--- src/rtl/channel_fallback_ctrl.sv ---
// channel_fallback_ctrl
// Main control FSM of the MPEG2-TS QoS controller. Picks one of four TS
// input channels as the active output, using per-channel presence, per-channel
// saturating error counts and a four-slot priority list. Supports a manual
// override and revertive automatic fallback with a holdoff between switches.
module channel_fallback_ctrl #(
  parameter int unsigned ERR_THRESH     = 8,
  parameter int unsigned HOLDOFF_CYCLES = 1000
) (
  input  logic        clk,
  input  logic        rstn,
  input  logic        fallback_enable,
  input  logic        manual_enable,
  input  logic [1:0]  manual_channel,
  input  logic [7:0]  channel_priority,
  input  logic [19:0] reset_timer,
  input  logic [3:0]  signal_present,
  input  logic [3:0]  error_pulse,
  output logic [1:0]  active_channel,
  output logic [7:0]  error_count_ch0,
  output logic [7:0]  error_count_ch1,
  output logic [7:0]  error_count_ch2,
  output logic [7:0]  error_count_ch3,
  output logic        switch_pulse,
  output logic        no_signal
);

  typedef enum logic [2:0] {
    S_INIT,
    S_MANUAL,
    S_FIXED,
    S_ACTIVE,
    S_HOLDOFF
  } state_t;

  localparam logic [15:0] HOLD_LOAD = 16'(HOLDOFF_CYCLES);
  localparam logic [7:0]  CNT_MAX   = 8'hFF;

  state_t      state;
  state_t      state_nxt;
  logic [1:0]  ch_nxt;
  logic [15:0] holdoff_cnt;
  logic [15:0] hold_nxt;
  logic [19:0] period_cnt;
  logic        period_hit;
  logic        period_restart;
  logic [7:0]  err_cnt [4];
  logic [3:0]  healthy;
  logic        best_valid;
  logic [1:0]  best_ch;
  logic [2:0]  best_slot;
  logic [2:0]  cur_slot;
  logic [1:0]  slot_ch;
  logic        want_switch;

  // Status fields returned to the register block.
  assign error_count_ch0 = err_cnt[0];
  assign error_count_ch1 = err_cnt[1];
  assign error_count_ch2 = err_cnt[2];
  assign error_count_ch3 = err_cnt[3];

  // A period ends on the cycle the counter sits at reset_timer-1; a counter
  // already past a newly shortened period just restarts without clearing.
  always_comb begin
    period_hit     = (reset_timer != 20'd0) && (period_cnt == reset_timer - 20'd1);
    period_restart = (reset_timer == 20'd0) || (period_cnt >= reset_timer);
  end

  // Error-count clear period counter; parked at 0 when the period is 0.
  always_ff @(posedge clk or negedge rstn) begin
    if (!rstn) begin
      period_cnt <= '0;
    end else if (period_restart || period_hit) begin
      period_cnt <= '0;
    end else begin
      period_cnt <= period_cnt + 20'd1;
    end
  end

  // Saturating per-channel error counters; the periodic clear beats a pulse.
  always_ff @(posedge clk or negedge rstn) begin
    if (!rstn) begin
      for (int i = 0; i < 4; i++) err_cnt[i] <= '0;
    end else begin
      for (int i = 0; i < 4; i++) begin
        if (period_hit) begin
          err_cnt[i] <= '0;
        end else if (error_pulse[i] && (err_cnt[i] != CNT_MAX)) begin
          err_cnt[i] <= err_cnt[i] + 8'd1;
        end
      end
    end
  end

  // Health from registered counts, then the best slot and the slot holding
  // the current channel (4 = not listed, i.e. lower than any listed slot).
  always_comb begin
    healthy    = '0;
    best_valid = 1'b0;
    best_ch    = '0;
    best_slot  = '0;
    cur_slot   = 3'd4;
    slot_ch    = '0;
    for (int i = 0; i < 4; i++) begin
      healthy[i] = signal_present[i] && ({24'd0, err_cnt[i]} < ERR_THRESH);
    end
    // Walk from the lowest priority upward so the highest slot wins last.
    for (int k = 3; k >= 0; k--) begin
      slot_ch = channel_priority[2*k +: 2];
      if (healthy[slot_ch]) begin
        best_valid = 1'b1;
        best_ch    = slot_ch;
        best_slot  = 3'(k);
      end
      if (slot_ch == active_channel) begin
        cur_slot = 3'(k);
      end
    end
    want_switch = best_valid && (best_ch != active_channel) &&
                  (!healthy[active_channel] || (best_slot < cur_slot));
  end

  // Next-state, next-channel and holdoff logic; manual override wins from
  // every state and also cancels any pending holdoff.
  always_comb begin
    state_nxt = state;
    ch_nxt    = active_channel;
    hold_nxt  = holdoff_cnt;
    if (manual_enable) begin
      state_nxt = S_MANUAL;
      ch_nxt    = manual_channel;
      hold_nxt  = '0;
    end else begin
      case (state)
        S_INIT: begin
          state_nxt = fallback_enable ? S_ACTIVE : S_FIXED;
        end
        S_MANUAL: begin
          state_nxt = fallback_enable ? S_ACTIVE : S_FIXED;
        end
        S_FIXED: begin
          if (fallback_enable) begin
            state_nxt = S_ACTIVE;
          end else begin
            ch_nxt = channel_priority[1:0];
          end
        end
        S_ACTIVE: begin
          if (!fallback_enable) begin
            state_nxt = S_FIXED;
          end else if (want_switch) begin
            ch_nxt    = best_ch;
            hold_nxt  = HOLD_LOAD;
            state_nxt = S_HOLDOFF;
          end
        end
        S_HOLDOFF: begin
          if (!fallback_enable) begin
            state_nxt = S_FIXED;
            hold_nxt  = '0;
          end else if (holdoff_cnt <= 16'd1) begin
            state_nxt = S_ACTIVE;
            hold_nxt  = '0;
          end else begin
            hold_nxt = holdoff_cnt - 16'd1;
          end
        end
        default: begin
          state_nxt = S_INIT;
          hold_nxt  = '0;
        end
      endcase
    end
  end

  // State, selection and status registers; the pulse marks any real change.
  always_ff @(posedge clk or negedge rstn) begin
    if (!rstn) begin
      state          <= S_INIT;
      active_channel <= '0;
      holdoff_cnt    <= '0;
      switch_pulse   <= 1'b0;
      no_signal      <= 1'b0;
    end else begin
      state          <= state_nxt;
      active_channel <= ch_nxt;
      holdoff_cnt    <= hold_nxt;
      switch_pulse   <= (ch_nxt != active_channel);
      no_signal      <= !best_valid;
    end
  end

endmodule
--- config.mk ---
export PLATFORM = sky130hd
export DESIGN_NAME = channel_fallback_ctrl
export DESIGN_NICKNAME = d
export VERILOG_FILES = /design/src/rtl/channel_fallback_ctrl.sv
export SDC_FILE = /design/constraint.sdc
export NUM_CORES = 1
export LEC_CHECK = 0
export BUFFER_PORTS_ARGS = -buffer_cell sky130_fd_sc_hd__buf_2
export CAP_MARGIN = 10
export CORE_MARGIN = 2
export CORE_UTILIZATION = 55
export DETAILED_ROUTE_END_ITERATION = 8
export PLACE_DENSITY = 0.77
export SYNTH_ARGS = -nofsm -noshare
export SYNTH_HDL_FRONTEND = slang
export SYNTH_SLANG_ARGS = --single-unit
--- constraint.sdc ---
create_clock -name clk -period 3.6 [get_ports clk]
set_clock_uncertainty 0.15 [all_clocks]
set_input_delay 0.54 -clock clk [delete_from_list [all_inputs] [get_ports clk]]
set_output_delay 0.54 -clock clk [all_outputs]
set_load 0.01 [all_outputs]
# Word level (Yosys, flattened, before mapping)
# Index checks and enable logic that the tools add are counted.
[totals]
register_bits = 75
in_bits = 42
elab_cells = 131
[classes]
add_sub_neg = 7
n_lt_le_gt_ge = 12
n_eq_ne = 21
muxes = 54
reduce_logical = 27
[ops]
columns = ["op", "n"]
rows = [
  ["16-bit two-way mux", 5],
  ["8-bit two-way mux", 8],
  ["16-bit one-hot mux with 3 select lines", 1],
  ["3-bit two-way mux", 13],
  ["8-bit by 1-bit adder with 8-bit output, second input constant", 4],
  ["8-bit by 4-bit less-than comparator with 1-bit output, second input constant", 4],
  ["8-bit inequality test, second input constant", 4],
  ["20-bit by 1-bit adder with 20-bit output, second input constant", 1],
  ["20-bit == test", 1],
  ["20-bit >= comparator", 1],
  ["20-bit logical NOT", 1],
  ["20-bit two-way mux", 1],
  ["20-bit nonzero test", 1],
  ["20-bit by 1-bit subtractor with 20-bit output, second input constant", 1],
  ["2-bit two-way mux", 9],
  ["16-bit by 1-bit less-or-equal comparator with 1-bit output, second input constant", 1],
  ["16-bit by 1-bit subtractor with 16-bit output, second input constant", 1],
  ["2-bit by 3-bit less-than comparator with 1-bit output, second input constant", 5],
  ["3-bit one-hot mux with 4 select lines", 1],
  ["1-bit logical AND", 11],
  ["1-bit binary-select mux with 2-bit select", 5],
  ["1-bit two-way mux", 10],
  ["3-bit inequality test, second input constant", 3],
  ["2-bit == test", 4],
  ["other kinds (15)", 25],
]

# Depth between registers and ports, before layout
[depth]
word_depth = 16
mapped_depth = 13
ltp_nobuf = 10

# Worst setup path after synthesis
# OpenSTA, ideal clock, no wires.
[synth_path]
kind = "input to register"
from = "in channel_priority[1]"
to = "reg holdoff_cnt[5]"
arrival_time_ns = 3.015
t_required_ns = 3.316
slack_ns = 0.301
path_stages = 12
path_cell_list = "clkbuf_1 -> or3b_2 -> o221a_1 -> or2_1 -> o211a_1 -> ha_1 -> and3_1 -> a211oi_2 -> o311ai_1 -> buf_2 -> a21oi_1 -> o22ai_1"
[synth_via]
elab_chain_cells = 8
word_cells_on_any_way = 14
cone_classes = "order compare (1); eq/ne (3); mux (6); reduce/logical (4)"
[synth_rtl]
columns = ["item", "line", "rtl"]
rows = [
  ["start, declared", "15", "input logic [7:0] channel_priority,"],
  ["1-bit binary-select mux with 2-bit select", "110", "if (healthy[slot_ch]) begin"],
  ["1-bit two-way mux (implied by the code)", "110", ""],
  ["3-bit two-way mux / 2-bit two-way mux (equally long branches)", "110", ""],
  ["3-bit less-than comparator / 2-bit inequality test (equally long branches)", "120, 119", ""],
  ["1-bit logical OR / 1-bit logical AND (equally long branches)", "120, 119", ""],
  ["1-bit logical AND (*)", "119", "want_switch = best_valid && (best_ch != active_channel) &&"],
  ["3-bit inequality test (no source line) (*)", "n/a", ""],
  ["3-bit AND reduction (no source line) (*)", "n/a", ""],
  ["end signal, assigned", "187", "holdoff_cnt <= hold_nxt;"],
  ["end, declared", "42", "logic [15:0] holdoff_cnt;"],
]
# Every way passes the cells marked *; elsewhere a longest branch is shown, timed or not. The select of a mux whose other input is x is not followed.
# A chain may end at the register's enable or synchronous reset.

# Worst setup path in the final report
[layout_path]
from = "reg err_cnt (netlist bit error_count_ch3[4])"
to = "reg holdoff_cnt[2]"
[layout_via]
elab_chain_cells = 13
word_cells_on_any_way = 32
cone_classes = "order compare (2); eq/ne (2); mux (22); reduce/logical (6)"
[layout_rtl]
columns = ["item", "line", "rtl"]
rows = [
  ["start, declared", "47", "logic [7:0] err_cnt [4];"],
  ["start signal, assigned by index", "89", "err_cnt[i] <= err_cnt[i] + 8'd1;"],
  ["8-bit by 4-bit less-than comparator with 1-bit output (*)", "105", "healthy[i] = signal_present[i] && ({24'd0, err_cnt[i]} < ERR_THRESH);"],
  ["1-bit logical AND (*)", "105", ""],
  ["1-bit binary-select mux with 2-bit select", "110", ""],
  ["1-bit two-way mux (implied by the code)", "110", ""],
  ["2-bit two-way mux", "110", ""],
  ["3-bit two-way mux / 2-bit two-way mux (equally long branches) (3 in a row)", "110", ""],
  ["3-bit less-than comparator / 2-bit inequality test (equally long branches)", "120, 119", ""],
  ["1-bit logical OR / 1-bit logical AND (equally long branches)", "120, 119", ""],
  ["1-bit logical AND (*)", "119", ""],
  ["3-bit inequality test (no source line) (*)", "n/a", ""],
  ["3-bit AND reduction (no source line) (*)", "n/a", ""],
]
# Marks and branches as above.

==> qor.csv <==
metric,value,unit
endpoint_kind,register,
syn_avg_cell_area,8.410,um2
cts_tree,done,
max_cap_violations,0,
yosysWarnings,0,
num_vias,5709,
h-tree-depth,3,
fin_setup_tns,0,ns
die_width,108.0,um
reg2reg_slack,0.19,ns
vdd_ir_drop_max,0.3782,mV
crit_type,reg -> reg,
start_util,0.5708,
crit_buf_inv,1,
hold_viol_final,0,
power.leakage,3.096,nW
ys_seq_elements,75,
syn_nets,779,
max_freq,293.6,MHz
rows,37,
cpPeakStageDelay,0.66,ns
power.share.switching,0.4291,
whs,0.1648,ns
status,completed,
syn_area,0.005946,mm2
synth_area_leader_cell,dfrtp_1,
fin_crit,3.406,ns
final_cell_mix,"buf_2 (76), dfrtp_1 (75), nor2_1 (68), nand2_1 (57), xor2_1 (44)",
synth_ff_type,dfrtp_1,
slowest_stage,or4_1,
p_comb_frac,0.472,
route.met2.wl,7644,um
wl_met1,6655,um
setup_viol,0,
route.met3.wl,640,um
dr.pass1.iters,5,
critPathLaunchType,register,
core_area,0.01042,mm2
relSlewSlack,0.3666,
cts-buffers-inserted,9,
cts-hold-fix-buffers,0,
clkLatencyLatePin,0.36,ns
layout_commonest_cell,buf_2,
p_seq_frac,0.357,
postRouteAntennaNets,0,
synth_edf_count,0,
yosysSeqAreaShare,0.3157,
cp_max_fo,10,
grtUsageTotal,0.2682,
cp.arrival,3.49,ns
grt_max_degree,76,
wl_per_cell,16.32,um
grt_pass1_vias,5538,
drc,0,
cts_max_path_buffers,2,
syn_inst,707,
gr-total-overflow,0,
diodes,0,
critPathTopFamily,simple AND/OR/NAND/NOR gates,
synth.distinct_cells,76,
final_util,0.6512,
place_area,0.006574,mm2
p_int,2.295,mW
clk_pin_slew_worst_paths,0.09,ns
clkSinkCount,75,
p_per_area,592.6,mW/mm2
die_area,0.01166,mm2
switchingPower,1.725,mW
finalMaxSlewViolations,0,
io_pins,78,
vias_per_cell,6.139,
cp_cell_sequence,"or4_1, o221a_1, or2_1, o211a_1, ha_1, and3_1, a211oi_2, o311ai_1, buf_4, a21oi_1, mux2i_1",
place_congestion,0.9263,
fin_crit_sh,0.9460,
synthTopCellsByArea,"dfrtp_1 (32%), xor2_1 (6.5%), ha_1 (6.3%), xnor2_1 (4.6%), nor2_1 (4.3%)",
areaGrowthSynthToFinish,14.08,%
grt_pass1_wl,25420,um
power.total,4.020,mW
post_cts.repair.setup_buffers,0,
cts_root_buf,clkbuf_8,
worstMarginPinSlew,0.9500,ns
nets,861,
drive_gt1_frac,0.1713,
dp.final_hpwl,11410,um
top_layer,met4,
drt-total-wl,15170,um
yosysTopAreaCellShare,0.3157,
die_y,108.0,um
numPortBuffers,77,
first_iter_violations,400,
async_flop_share,1.000,
antenna_found_initial,0,
hold_path.class,in -> async,
clkPwrFrac,0.171,
ctsResizeCount,0,
rsz0062_at_grt,no,
fillers,889,
required,3.69,ns
final_area,0.006783,mm2
[kinds of logic after synthesis]
logic type	count (synthesis)	synth area share
simple gates	300	0.2689
flops	75	0.3157
xor+xnor	75	0.1105
compound gates	154	0.1730
mux	10	0.02546
buf+inv	62	0.04167
fa+ha+maj	31	0.06481
[synth_stat cells (15+ instances only)]
| cell | instances |
|---|---|
| o21ai_0 | 29 |
| xor2_1 | 44 |
| a21oi_1 | 37 |
| nand2_1 | 57 |
| nor3_1 | 41 |
| inv_1 | 33 |
| nor2_1 | 68 |
| and3_1 | 15 |
| nand4_1 | 17 |
| dfrtp_1 | 75 |
| nand3_1 | 24 |
| clkbuf_1 | 21 |
| xnor2_1 | 31 |
| ha_1 | 30 |
[per-layer routing]
| layer | GRT usage | vias up |
|---|---|---|
| li1 | - | 2759 |
| met1 | 0.3385 | 2765 |
| met2 | 0.4712 | 163 |
| met3 | 0.03797 | 22 |
| met4 | 0.09158 | 0 |
| met5 | 0 | - |
[path summary, 6_finish.rpt]
check	start	depth (start not counted)	endpoint
hold reg to reg	holdoff_cnt[15]	1	holdoff_cnt[15]
min in group clk	holdoff_cnt[15]	1	holdoff_cnt[15]
setup reg to reg	error_count_ch3[4]	11	holdoff_cnt[2]
hold / removal	rstn	1	error_count_ch1[0]
max in group asynchronous	rstn	1	holdoff_cnt[12]
setup / recovery	error_count_ch3[4]	11	holdoff_cnt[2]
[metrics by stage]
stage | setup WS (ns) | instances
finish | 0.1944 | 930
global route | 0.04457 | 930
CTS | 0.2008 | 930
detailed placement | 0.1544 | 914
global placement | 0.2281 | 914
floorplan | 0.3008 | 707
[worst reg2reg max path: stages (launching register included)]
cell and delay [ns]:
dfrtp_1 0.38, or4_1 0.66, o221a_1 0.33, or2_1 0.26
o211a_1 0.13, ha_1 0.28, and3_1 0.16, a211oi_2 0.26
o311ai_1 0.20, buf_4 0.22, a21oi_1 0.16, mux2i_1 0.09
[flip-flops by register name, summed over array words and instances (netlist names)]
register	cells
error_count_ch1	8
error_count_ch0	8
switch_pulse	1
error_count_ch3	8
state	3
holdoff_cnt	16
period_cnt	20
error_count_ch2	8
active_channel	2
no_signal	1
[power groups by stage]
stage	sequential, mW	clock [mW]	combinational (mW)
after floorplan	1.46	0	1.18
after global placement	1.42	0	1.81
after detailed placement	1.45	0	1.88
after CTS	1.43	0.699	1.89
after global routing	1.47	0.733	2.12
final	1.43	0.687	1.90
[cell type report]
| cell class | instances | area [um2] | share of cell area |
|---|---|---|---|
| multi-input cells | 570 | 3830 | 0.5647 |
| flip-flops and latches | 75 | 1877 | 0.2767 |
| repair buffers | 100 | 573.1 | 0.08449 |
| well taps | 136 | 170.2 | 0.02509 |
| clock buffers | 10 | 137.6 | 0.02029 |
| inverters | 33 | 123.9 | 0.01826 |
| clock inverters | 6 | 71.32 | 0.01051 |
No activity file was read; power rests on OpenSTA's default activity.
